===== config.mk =====
export PLATFORM = sky130hd
export DESIGN_NAME = seq_divider_16by8_flat
export DESIGN_NICKNAME = d
export VERILOG_FILES = /design/src/rtl/seq_divider_16by8_if.sv /design/src/rtl/seq_divider_16by8.sv /design/src/flat_wrapper.sv
export SDC_FILE = /design/constraint.sdc
export NUM_CORES = 1
export LEC_CHECK = 0
export BUFFER_PORTS_ARGS = -buffer_cell sky130_fd_sc_hd__buf_2
export CAP_MARGIN = 10
export CORE_MARGIN = 4
export CORE_UTILIZATION = 50
export CTS_BUF_LIST = sky130_fd_sc_hd__clkbuf_8
export CTS_CLUSTER_SIZE = 8
export DETAILED_ROUTE_END_ITERATION = 12
export GPL_TIMING_DRIVEN = 0
export PLACE_DENSITY = 0.73
export SLEW_MARGIN = 30
export SYNTH_ARGS = -nofsm -noshare
export SYNTH_HDL_FRONTEND = slang
export SYNTH_SLANG_ARGS = --single-unit

===== constraint.sdc =====
create_clock -name clk -period 3.19 [get_ports clk]
set_input_delay 0.638 -clock clk [delete_from_list [all_inputs] [get_ports clk]]
set_output_delay 0.638 -clock clk [all_outputs]
set_load 0.005 [all_outputs]

===== src/rtl/seq_divider_16by8_if.sv =====
// rtl/seq_divider_16by8_if.sv - request/result bundle for the sequential 16-by-8 divider
interface seq_divider_16by8_if #(
  parameter int DVD_W = 16,
  parameter int DVS_W = 8
);
  logic             start;
  logic [DVD_W-1:0] dividend;
  logic [DVS_W-1:0] divisor;
  logic [DVD_W-1:0] quotient;
  logic [DVS_W-1:0] remainder;
  logic             done;
  logic             busy;
  logic             dz;

  // Requester side: drives operands, observes results
  modport master (
    output start, dividend, divisor,
    input  quotient, remainder, done, busy, dz
  );

  // Divider side: consumes operands, produces results
  modport slave (
    input  start, dividend, divisor,
    output quotient, remainder, done, busy, dz
  );
endinterface


===== src/rtl/seq_divider_16by8.sv =====
// rtl/seq_divider_16by8.sv - restoring divider, one quotient bit per clock
module seq_divider_16by8 #(
  parameter int DVD_W = 16,
  parameter int DVS_W = 8
) (
  input logic                clk,
  input logic                rst,
  seq_divider_16by8_if.slave bus
);
  localparam int CNT_W = $clog2(DVD_W) + 1;

  typedef enum logic {
    IDLE = 1'b0,
    CALC = 1'b1
  } state_t;

  state_t           state;
  logic [DVS_W:0]   rem_w;   // partial remainder, one guard bit wider than the divisor
  logic [DVD_W-1:0] quo_w;   // dividend shifts out the top while quotient bits enter the bottom
  logic [DVS_W-1:0] dvs_r;
  logic [CNT_W-1:0] cnt;

  logic [DVD_W-1:0] quotient_r;
  logic [DVS_W-1:0] remainder_r;
  logic             done_r;
  logic             busy_r;
  logic             dz_r;

  logic [DVS_W+1:0] shifted;
  logic [DVS_W+1:0] diff;
  logic             neg;
  logic [DVS_W:0]   new_rem;
  logic [DVD_W-1:0] new_quo;

  // One restoring step: shift in the next dividend bit, trial subtract, keep or restore
  always_comb begin
    shifted = {rem_w, quo_w[DVD_W-1]};
    diff    = shifted - {2'b00, dvs_r};
    neg     = diff[DVS_W+1];
    new_rem = neg ? shifted[DVS_W:0] : diff[DVS_W:0];
    new_quo = {quo_w[DVD_W-2:0], ~neg};
  end

  // Control FSM and all registered state/outputs; reset wins over start
  always_ff @(posedge clk) begin
    if (rst) begin
      state       <= IDLE;
      rem_w       <= '0;
      quo_w       <= '0;
      dvs_r       <= '0;
      cnt         <= '0;
      quotient_r  <= '0;
      remainder_r <= '0;
      done_r      <= 1'b0;
      busy_r      <= 1'b0;
      dz_r        <= 1'b0;
    end else begin
      done_r <= 1'b0;
      case (state)
        IDLE: begin
          if (bus.start) begin
            if (bus.divisor != '0) begin
              quo_w  <= bus.dividend;
              rem_w  <= '0;
              dvs_r  <= bus.divisor;
              cnt    <= '0;
              busy_r <= 1'b1;
              state  <= CALC;
            end else begin
              // Divide by zero resolves immediately without entering CALC
              quotient_r  <= '1;
              remainder_r <= bus.dividend[DVS_W-1:0];
              dz_r        <= 1'b1;
              done_r      <= 1'b1;
            end
          end
        end
        CALC: begin
          rem_w <= new_rem;
          quo_w <= new_quo;
          cnt   <= cnt + 1'b1;
          if (cnt == CNT_W'(DVD_W - 1)) begin
            // Final remainder is below the divisor, so the guard bit is always zero
            quotient_r  <= new_quo;
            remainder_r <= new_rem[DVS_W-1:0];
            dz_r        <= 1'b0;
            done_r      <= 1'b1;
            busy_r      <= 1'b0;
            state       <= IDLE;
          end
        end
        default: state <= IDLE;
      endcase
    end
  end

  assign bus.quotient  = quotient_r;
  assign bus.remainder = remainder_r;
  assign bus.done      = done_r;
  assign bus.busy      = busy_r;
  assign bus.dz        = dz_r;
endmodule


===== src/flat_wrapper.sv =====
// flat-port wrapper written by rule: the top's interface ports become plain ports
module seq_divider_16by8_flat 
#(
  parameter int DVD_W = 16,
  parameter int DVS_W = 8
)
  (clk, rst, bus_start, bus_dividend, bus_divisor, bus_quotient, bus_remainder, bus_done, bus_busy, bus_dz);
  seq_divider_16by8_if #(.DVD_W(DVD_W), .DVS_W(DVS_W)) bus_i ();
  input logic clk;
  input logic rst;
  input wire logic [$bits(bus_i.start)-1:0] bus_start;
  input wire logic [$bits(bus_i.dividend)-1:0] bus_dividend;
  input wire logic [$bits(bus_i.divisor)-1:0] bus_divisor;
  output wire logic [$bits(bus_i.quotient)-1:0] bus_quotient;
  output wire logic [$bits(bus_i.remainder)-1:0] bus_remainder;
  output wire logic [$bits(bus_i.done)-1:0] bus_done;
  output wire logic [$bits(bus_i.busy)-1:0] bus_busy;
  output wire logic [$bits(bus_i.dz)-1:0] bus_dz;
  assign bus_i.start = bus_start;
  assign bus_i.dividend = bus_dividend;
  assign bus_i.divisor = bus_divisor;
  assign bus_quotient = bus_i.quotient;
  assign bus_remainder = bus_i.remainder;
  assign bus_done = bus_i.done;
  assign bus_busy = bus_i.busy;
  assign bus_dz = bus_i.dz;
  seq_divider_16by8 #(.DVD_W(DVD_W), .DVS_W(DVS_W)) u_core (.clk(clk), .rst(rst), .bus(bus_i));
endmodule

Yosys cells after proc, flatten, opt, wreduce, memory -nomap -nowiden
Cells that the tools add are included.
- $mul: 0
- shift operators: 0
- reduce and logical (&&, ||, !) cells: 5
- bitwise operators: 2
- $add $sub $neg: 2
- eq/ne operators: 5
- div/mod/pow operators: 0
- muxes and demuxes: 33
- order comparisons: 0
- operators by type and width (operator ; count):
    two-way mux 16 bit ; 5
    case mux 16 bit (2 select lines) ; 2
    two-way mux 9 bit ; 3
    two-way mux 8 bit ; 3
    case mux 9 bit (2 select lines) ; 1
    case mux 8 bit (2 select lines) ; 1
    two-way mux 1 bit ; 11
    two-way mux 5 bit ; 2
    case mux 5 bit (2 select lines) ; 1
    subtractor 10 x 8 -> 10 bit ; 1
    AND reduction 3 bit ; 3
    case mux 1 bit (2 select lines) ; 4
    nonzero test 8 bit ; 1
    != test 2 bit, second input constant ; 3
    adder 5 x 1 -> 5 bit, second input constant ; 1
    equality test 5 x 4 -> 1 bit, second input constant ; 1
    != test 2 x 1 -> 1 bit, second input constant ; 1
    inverter 1 bit ; 2
    AND reduction 2 bit ; 1
- memories: 0
- word-level logic and storage cells: 57
- memory bits (writable): 0
- bits in registers: 66
- bits in read-only memories: 0
- bits in latches: 0

Depth between registers and ports, before layout
Gate-level depths: netlist of the first run.
- depth in word-level cells: 4
- gate-level depth with buffers: 10
- depth with buffers taken out: 10

Worst setup path before layout of the first run
Ideal clock, no wire load.
- path kind: register -> register
- from: reg u_core.dvs_r[6]
- to: reg u_core.remainder_r[0] (netlist: u_core.bus.remainder[0])
- setup slack: 1.170 ns
- buffers on the path: 1
- cell stages (with the launch flop): 10
- arrival: 1.959 ns
- data required time: 3.130 ns
- setup time: 0.060 ns
- path through: dfxtp_1 > inv_1 > ha_1 > a21o_2 > a211oi_2 > nor2b_1 > a211oi_2 > buf_6 > mux2i_1 > o221a_1
- word-level cells in the longest chain between the ends: 4
- RTL lines (what ; line ; text):
    start, declared ; seq_divider_16by8.sv:20 ; logic [DVS_W-1:0] dvs_r;
    start signal, assigned ; seq_divider_16by8.sv:65 ; dvs_r <= bus.divisor;
    subtractor 10 x 8 -> 10 bit ; seq_divider_16by8.sv:38 ; diff = shifted - {2'b00, dvs_r};
    two-way mux 9 bit ; seq_divider_16by8.sv:40 ; new_rem = neg ? shifted[DVS_W:0] : diff[DVS_W:0];
    two-way mux 8 bit ; seq_divider_16by8.sv:82 ; if (cnt == CNT_W'(DVD_W - 1)) begin
    case mux 8 bit (2 select lines) ; seq_divider_16by8.sv:59 ; case (state)
    end signal, assigned ; seq_divider_16by8.sv:72 ; remainder_r <= bus.dividend[DVS_W-1:0];
    end signal, assigned ; seq_divider_16by8.sv:85 ; remainder_r <= new_rem[DVS_W-1:0];
    end, declared ; seq_divider_16by8.sv:24 ; logic [DVS_W-1:0] remainder_r;
No other way between the ends. The select of a mux whose other input is x is not followed.
A chain may end at the register's enable or synchronous reset.

Final worst setup path of the first run
- from: reg u_core.cnt[0]
- to: reg u_core.remainder_r[1] (netlist: u_core.bus.remainder[1])
- word-level cells in the longest chain between the ends: 3
- RTL lines (what ; line ; text):
    start, declared ; seq_divider_16by8.sv:21 ; logic [CNT_W-1:0] cnt;
    start signal, assigned ; seq_divider_16by8.sv:81 ; cnt <= cnt + 1'b1;
    equality test 5 x 4 -> 1 bit ; seq_divider_16by8.sv:82 ;
    != test 2 bit (no source line) ; - ;
    AND reduction 3 bit (no source line) ; - ;
No other way between the ends.

==> impl_metrics.toml, run 1 <==
[sta]
slew_violations = 0
tns_ns = 0
maxSlewHeadroom_pct = 62.7
hold_viol_final = 0
fmax_mhz = 423
period_needed_ns = 2.37
worst_slew_pin_slew_ns = 0.560
grt_setup_unrepaired = "false"
setup_viol = 0
skew_ns = 0.00579
period_share_pct = 74.2

[power]
leakage_nw = 1.49
powerDensity_nw_per_um2 = 659
power_mw = 2.34
peakVddDrop_uv = 404

[route]
wl_mm = 7.71
drtIter0Drc = 210
via_per_inst = 5.99
drc_errors = 0
dr_total_vias = 2762
wl_per_cell_um = 16.7
dr.pass1.iters = 5
detail-route-antenna-nets = 0

[global_routing]
grt_pass1_vias = 2591
grt.total_usage_pct = 22.4
grt_pass1_wl_mm = 12.8
grt_start_max_net_pins = 13
antenna_found_initial = 0
grt.overflow.total = 0

[worst_hold_path]
min_path_cells = 2
hold_path_class = "reg -> reg"
worstHoldStart = "u_core.dvs_r[1]$_SDFFE_PP0P_"
min_to = "u_core.dvs_r[1]$_SDFFE_PP0P_"

[place]
placed_area_um2 = 3330
portBuffers = 52
hpwlAfterDp_mm = 5.62
place.gp.congestion = 0.846

[critical_path]
cp_top_family = "buffers and inverters"
r2r_setup_slack_ns = 0.82
crit_path_top_delay_cell = "clkbuf_1"
cpMostUsedCell = "ha_1"
worstPathArrival_ns = 2.65
cp_num_buf_inv = 2
cp.required_ns = 3.47
cp-start-kind = "flop"
timing.rr.end = "u_core.bus.remainder[1]$_SDFFE_PP0P_"
worstRegToRegCells = 9
slowest_delay_ns = 0.41
crit_fanout = 10
endpoint_kind = "flop"
r2r-start = "u_core.cnt[0]$_SDFFE_PP0P_"
crit_type = "reg -> reg"
crit_chain = "ha_1, and3_1, ha_1, and2_1, buf_1, a31o_2, clkbuf_1, o221ai_1, a21oi_1"

[synthesis]
netlist_instances = 321
netlist_area_um2 = 2980
syn_nets = 359
ys_ff_latch = 66
synth-compound-area-share_pct = 25.8
yosys-mux-area-fraction_pct = 3.03
syn_avg_cell_area_um2 = 9.27
synth_xor_xnor_area_share_pct = 1.77
ys_types = 49
synthArstFlopShare_pct = 0
ys_seq_area_share_pct = 44.4
yosysWarningCount = 0
synth_simple_gate_area_share_pct = 14.8
synth_top_family_by_area = "compound AO/OA/AOI/OAI gates"
yosys.area_share.adder_pct = 4.88
synthFlopType = "dfxtp_1"
synth_edf_count = 0

[final_layout]
drive_gt1_share_pct = 25.2
n_fill_cell = 480
nets = 422
stdcell_area_um2 = 3550
multi_input_area_um2 = 1490
regArea_um2 = 1320
antennaDiodeCount = 0
area_growth_pct = 19.4
fin_util_pct = 63.0

[clock_network]
clock_sinks = 66
clock_latency_ns = 0.35
path_clk_slew_ns = 0.07
cts_tree = "yes"
cts_resized = 0
cts_root_buf = "clkbuf_8"
post_cts_buffers = 0
cts_made_buffers = 9
cts_buffer_depth = 2
htreeDepth = 3
hold_buffers = 0

[die]
start_util_pct = 52.8
rows = 27
die-area_um2 = 7250
die_w_um = 85.2
ios = 54
coreArea_um2 = 5640
die_h_um = 85.2

[flow_run]
maxCapViolations = 0

[outcome]
status = "complete, no violations"
where the power goes:
part / internal (mW) / total, mW / switching, mW
Sequential: 0.871 / 0.917 / 0.0460
Combinational: 0.280 / 0.624 / 0.344
Clock: 0.462 / 0.802 / 0.340
Total: 1.61 / 2.34 / 0.730
cells in the final DEF, fill, tap and decap left out, drive strengths merged, types with 3 or more instances in the layout:
cell	instances
nand4b	3
clkinv	3
ha	10
o211ai	5
buf	59
xor2	5
a21oi	25
nand3	7
nor3	5
nor2	32
nand2	29
nor2b	4
a21o	3
a31oi	3
clkbuf	23
o221ai	8
o221a	17
nand4	4
inv	18
dfxtp	66
a211oi	7
mux2i	9
a222oi	7
o21ai	11
worst min-delay path, cell delays in order (launching register included):
cell     delay (ns)
dfxtp_1        0.31
nand2_1        0.05
a21oi_1        0.05
state kept, by name (all words and copies together), names as in the netlist:
name and flops:
u_core.bus.busy 1, u_core.bus.done 1, u_core.bus.dz 1, u_core.bus.quotient 16
u_core.bus.remainder 8, u_core.cnt 5, u_core.dvs_r 8, u_core.quo_w 16
u_core.rem_w 9, u_core.state 1
metal layers:
| layer | GRT usage, % | vias to the layer above | routed length, um |
|---|---|---|---|
| met5 | 0 | - | 0 |
| li1 | - | 1323 | - |
| met1 | 31.3 | 1301 | 3530 |
| met2 | 33.7 | 122 | 3470 |
| met3 | 4.76 | 16 | 550 |
| met4 | 8.78 | 0 | 156 |
synth_stat cells (7+ instances only):
master    number  area share, %
nor2_1        31            3.9
inv_1         18            2.3
mux2i_1        9            3.0
a222oi_1       7            2.4
o221ai_1       8            2.4
clkbuf_1      13            1.6
ha_1          10            4.2
nand2_1       29            3.7
dfxtp_1       66             44
a21oi_1       23            3.9
o221a_2       16            6.1
nand3_1        7            1.2
o21ai_0       11            1.8
logic make-up after synthesis:
family                   count (synthesis)
AO/OA/AOI/OAI                           98
XOR/XNOR                                 6
adder cells (fa/ha/maj)                 11
buffers and inverters                   38
flip-flops                              66
multiplexers                             9
AND/OR/NAND/NOR                         93
worst max-delay path by stage:
stage / cells after the start / to / start / slack, ns
2_1_floorplan: 9 / u_core.bus.remainder[0]$_SDFFE_PP0P_ / u_core.dvs_r[6]$_SDFFE_PP0P_ / 1.17
3_3_place_gp: 7 / u_core.quo_w[4]$_SDFFE_PP0P_ / bus_divisor[3] / 0.77
3_5_place_dp: 7 / u_core.quo_w[5]$_SDFFE_PP0P_ / bus_divisor[3] / 0.72
4_1_cts: 9 / u_core.bus.remainder[1]$_SDFFE_PP0P_ / u_core.cnt[0]$_SDFFE_PP0P_ / 0.83
5_1_grt: 9 / u_core.bus.remainder[0]$_SDFFE_PP0P_ / u_core.dvs_r[1]$_SDFFE_PP0P_ / 0.63
6_report: 9 / u_core.bus.remainder[1]$_SDFFE_PP0P_ / u_core.cnt[0]$_SDFFE_PP0P_ / 0.82
layout make-up:
type	count	share of cell area, %
plain buffers	20	2.64
clock buffers	10	3.87
clock inverters	6	2.53
inverters	18	1.90
multi-input cells	217	42.0
flip-flops and latches	66	37.2
well taps	72	2.53
repair buffers	52	7.32
through the flow:
step | worst slack [ns] | hold slack, ns | std cells
after floorplan | 1.17 | 0.436 | 321
after global placement | 0.765 | 0.444 | 445
after detailed placement | 0.720 | 0.449 | 445
after CTS | 0.827 | 0.459 | 461
after global routing | 0.626 | 0.470 | 461
final | 0.824 | 0.455 | 461
Power figures use the tool's default switching activity.
==> run 2, diff against run 1 <==
clock period = 2.2 ns   (was 3.19 ns; I/O delays follow)
==> impl_metrics.toml, run 2 (same netlist as run 1, synthesis figures left out) <==
[route]
dr_wl_met2_mm = 3.92
drtIter0Drc = 333
wl_met1_mm = 3.65
wl_mm = 8.54
detail-route-antenna-nets = 0
wl_per_cell_um = 18.0
via_per_inst = 6.14
wl_met3_um = 749
dr_total_vias = 2917
dr.pass1.iters = 6
top_layer = "met4"
drc_errors = 0

[power]
seq_power_share_pct = 33.6
clkPwrFrac_pct = 29.0
leakage_nw = 1.61
power.internal_mw = 2.73
combPwrFrac_pct = 37.4
swShare_pct = 32.1
switchingPower_mw = 1.29
peakVddDrop_uv = 630
power_mw = 4.01
powerDensity_nw_per_um2 = 1020

[critical_path]
cp.required_ns = 2.49
worstPathArrival_ns = 2.49
crit_type = "reg -> reg"
crit_fanout = 5
cp-start-kind = "flop"
endpoint_kind = "flop"

[die]
start_util_pct = 52.8
rows = 27
ios = 54
die_h_um = 85.2
coreArea_um2 = 5640
die_w_um = 85.2
die-area_um2 = 7250

[global_routing]
grt_start_max_net_pins = 13
antenna_found_initial = 0
grt_pass1_wl_mm = 13.3
grt.total_usage_pct = 23.2
grt_pass1_vias = 2630
grt.overflow.total = 0

[clock_network]
clock_sinks = 66
clock_latency_ns = 0.35
cts_tree = "yes"
hold_buffers = 0
cts_buffer_depth = 2
htreeDepth = 3
path_clk_slew_ns = 0.08
cts_root_buf = "clkbuf_8"
cts_made_buffers = 9

[final_layout]
area_growth_pct = 31.6
antennaDiodeCount = 0
drive_gt1_share_pct = 36.0
stdcell_count = 475
most-common-layout-cells = "dfxtp_1, buf_2, nor2_1, nand2_1, a21oi_1"
nets = 436
stdcell_area_um2 = 3920
final_common_cell = "dfxtp_1"

[worst_hold_path]
hold_path_class = "in -> reg"

[place]
hpwlAfterDp_mm = 5.62
portBuffers = 52
placed_area_um2 = 3330
dpl.cell_count = 445
place.gp.congestion = 0.846

[sta]
period_share_pct = 99.6
hold_ws_ns = 0.348
grt_setup_unrepaired = "true"
tns_ns = 0
fmax_mhz = 456
worst_slew_pin_slew_ns = 0.553
hold_viol_final = 0
slew_violations = 0
skew_ns = 0.00603
maxSlewHeadroom_pct = 63.1
period_needed_ns = 2.19
setup_viol = 0

[flow_run]
maxCapViolations = 0

[outcome]
status = "complete, no violations"
run 2: per-stage QoR:
step	util [%]	setup slack (ns)
CTS	64.9	0.00344
finish	69.4	0.00840
floorplan	-	0.180
global placement	59.0	-0.130
detailed placement	59.0	-0.132
global route	69.4	-0.0844
run 2: path summary, 6_finish.rpt:
check,from,endpoint,slack [ns],cells past startpoint
hold / removal,bus_divisor[6],u_core.dvs_r[6]$_SDFFE_PP0P_,0.35,3
setup / recovery,u_core.rem_w[0]$_SDFFE_PP0P_,u_core.bus.remainder[0]$_SDFFE_PP0P_,0.008,9
setup reg to reg,u_core.rem_w[0]$_SDFFE_PP0P_,u_core.bus.remainder[0]$_SDFFE_PP0P_,0.008,9
hold reg to reg,u_core.dvs_r[4]$_SDFFE_PP0P_,u_core.dvs_r[4]$_SDFFE_PP0P_,0.46,2
run 2: power by group through the flow:
stage / registers [mW] / logic, mW / clock network, mW
3_5_place_dp: 1.36 / 0.898 / 0
4_1_cts: 1.33 / 1.08 / 1.17
3_3_place_gp: 1.35 / 0.884 / 0
5_1_grt: 1.36 / 1.59 / 1.23
2_1_floorplan: 1.33 / 0.703 / 0
6_report: 1.35 / 1.50 / 1.16
run 2: final cells by class:
| type | count | area (um^2) |
|---|---|---|
| fillers | 417 | 1720 |
| plain buffers | 19 | 92.6 |
| clock buffers | 10 | 138 |
| inverters | 18 | 70.1 |
| clock inverters | 6 | 90.1 |
| flip-flops and latches | 66 | 1330 |
| well taps | 72 | 90.1 |
| multi-input cells | 217 | 1730 |
| repair buffers | 67 | 377 |
run 2: routing by layer:
layer,track usage [%],vias up
met5,0,-
met4,9.06,0
met3,5.15,25
met2,35.4,146
met1,31.9,1393
li1,-,1353
run 2: worst max-delay path, cell delays in order, from the launching register on:
cell and delay, ns:
dfxtp_2 0.41, ha_4 0.22, nor2b_4 0.13, o2111ai_4 0.24, buf_4 0.17, a21oi_4 0.06, a211oi_4 0.25, buf_6 0.18
mux2i_4 0.26, o221a_1 0.21
run 2: timing repair:
action / CTS / global route
cloned: 1 / 0
endpoints found under the hold margin: 0 / 0
resized for setup: 14 / 40
endpoints found under the setup margin: 25 / 35
pin swaps: 5 / 13
setup buffers: 4 / 10
==> run 3, diff against run 2 <==
SETUP_SLACK_MARGIN = 0.02   (was default)
==> impl_metrics.toml, run 3 (same netlist as run 1, synthesis figures left out) <==
[outcome]
status = "complete, but fails checks"
violations = "setup timing"

[place]
dpl.cell_count = 445
portBuffers = 52
post-place-ws_ns = -0.132
hpwlAfterDp_mm = 5.62
place.gp.congestion = 0.846

[power]
seq_power_share_pct = 33.4
peakVddDrop_uv = 625
combPwrFrac_pct = 37.8
power.internal_mw = 2.75
powerDensity_nw_per_um2 = 1030
leakage_nw = 1.62
switchingPower_mw = 1.29
swShare_pct = 32.0
clkPwrFrac_pct = 28.8

[route]
wl_met3_um = 649
detail-route-antenna-nets = 0
drc_errors = 0
dr.pass1.iters = 5
dr_wl_met2_mm = 3.96
wl_per_cell_um = 18.1
drtIter0Drc = 378
wl_mm = 8.62
top_layer = "met4"
dr_total_vias = 2907
via_per_inst = 6.11
wl_met1_mm = 3.74

[final_layout]
n_fill_cell = 414
nets = 437
area_growth_pct = 32.2
most-common-layout-cells = "dfxtp_1, buf_2, nor2_1, nand2_1, a21oi_1"
final_common_cell = "dfxtp_1"
stdcell_count = 476
antennaDiodeCount = 0
drive_gt1_share_pct = 36.6

[sta]
slew_violations = 0
hold_ws_ns = 0.355
skew_ns = 0.00630
fmax_mhz = 450
period_needed_ns = 2.22
grt_setup_unrepaired = "true"
period_share_pct = 101
worst_slew_pin_slew_ns = 0.579
hold_viol_final = 0
setup_ws_ns = -0.0207
setup_viol = 3
maxSlewHeadroom_pct = 61.4

[critical_path]
cp-start-kind = "flop"
cp.required_ns = 2.43
crit_fanout = 5
endpoint_kind = "flop"
worstPathArrival_ns = 2.45
crit_type = "reg -> reg"

[clock_network]
clock_sinks = 66
htreeDepth = 3
cts_root_buf = "clkbuf_8"
cts_buffer_depth = 2
cts_tree = "yes"
cts_made_buffers = 9
path_clk_slew_ns = 0.08
clock_latency_ns = 0.35

[global_routing]
grt_pass1_vias = 2632
grt_start_max_net_pins = 13
antenna_found_initial = 0
grt_pass1_wl_mm = 13.3
grt.overflow.total = 0
grt.total_usage_pct = 23.2

[die]
rows = 27
ios = 54
die-area_um2 = 7250
die_h_um = 85.2
coreArea_um2 = 5640
die_w_um = 85.2
start_util_pct = 52.8

[worst_hold_path]
hold_path_class = "in -> reg"

[flow_run]
maxCapViolations = 0
[run 3: final cells by class]
| cell class | instances | area, um^2 | share of cell area [%] |
|---|---|---|---|
| multi-input combinational | 217 | 1740 | 44.1 |
| buffer | 19 | 95.1 | 2.42 |
| clock buffer | 10 | 138 | 3.50 |
| sequential | 66 | 1330 | 33.7 |
| tap | 72 | 90.1 | 2.29 |
| inverter | 18 | 70.1 | 1.78 |
| timing repair buffer | 68 | 388 | 9.86 |
| clock inverter | 6 | 90.1 | 2.29 |
[run 3: critical path, cell delays in order (launching register included)]
cell and delay [ns]:
dfxtp_2 0.41, ha_4 0.22, nor2b_4 0.13, o2111ai_4 0.25
buf_4 0.17, a21oi_4 0.06, a211oi_4 0.24, buf_4 0.16
buf_6 0.12, mux2i_2 0.25, a21oi_1 0.09
[run 3: per-stage QoR]
step / total power, mW / instance area, um^2 / util (%) / setup TNS [ns]
after CTS: 3.58 / 3670 / 65.0 / 0
after global placement: 2.24 / 3330 / 59.0 / -1.10
after detailed placement: 2.25 / 3330 / 59.0 / -1.25
after floorplan: 2.04 / 2980 / - / 0
final: 4.04 / 3940 / 69.7 / -0.0257
after global routing: 4.21 / 3940 / 69.7 / -0.851
[run 3: power by group through the flow]
stage	sequential [mW]	clock [mW]	combinational [mW]
after CTS	1.33	1.17	1.08
after detailed placement	1.36	0	0.898
after floorplan	1.33	0	0.703
after global routing	1.36	1.23	1.62
after global placement	1.35	0	0.884
final	1.35	1.16	1.53
[run 3: final timing paths]
check	startpoint	endpoint	slack (ns)	depth (start not counted)
max reg2reg	u_core.rem_w[0]$_SDFFE_PP0P_	u_core.bus.remainder[1]$_SDFFE_PP0P_	-0.02	10
max	u_core.rem_w[0]$_SDFFE_PP0P_	u_core.bus.remainder[1]$_SDFFE_PP0P_	-0.02	10
min	bus_divisor[6]	u_core.dvs_r[6]$_SDFFE_PP0P_	0.35	3
min reg2reg	u_core.dvs_r[4]$_SDFFE_PP0P_	u_core.dvs_r[4]$_SDFFE_PP0P_	0.46	2
[run 3: repair_timing]
item	in CTS	in global routing
setup endpoints to repair	26	35
resized for setup	16	42
pin swaps	4	16
endpoints found under the hold margin	0	0
hold buffers	0	0
gates cloned	1	0
setup buffers	4	11
[run 3: metal layers]
layer  global-route usage, %  up-vias
met5                       0        -
met2                    35.5      142
met4                    9.06        0
met1                    32.0     1376
li1                        -     1363
met3                    5.15       26
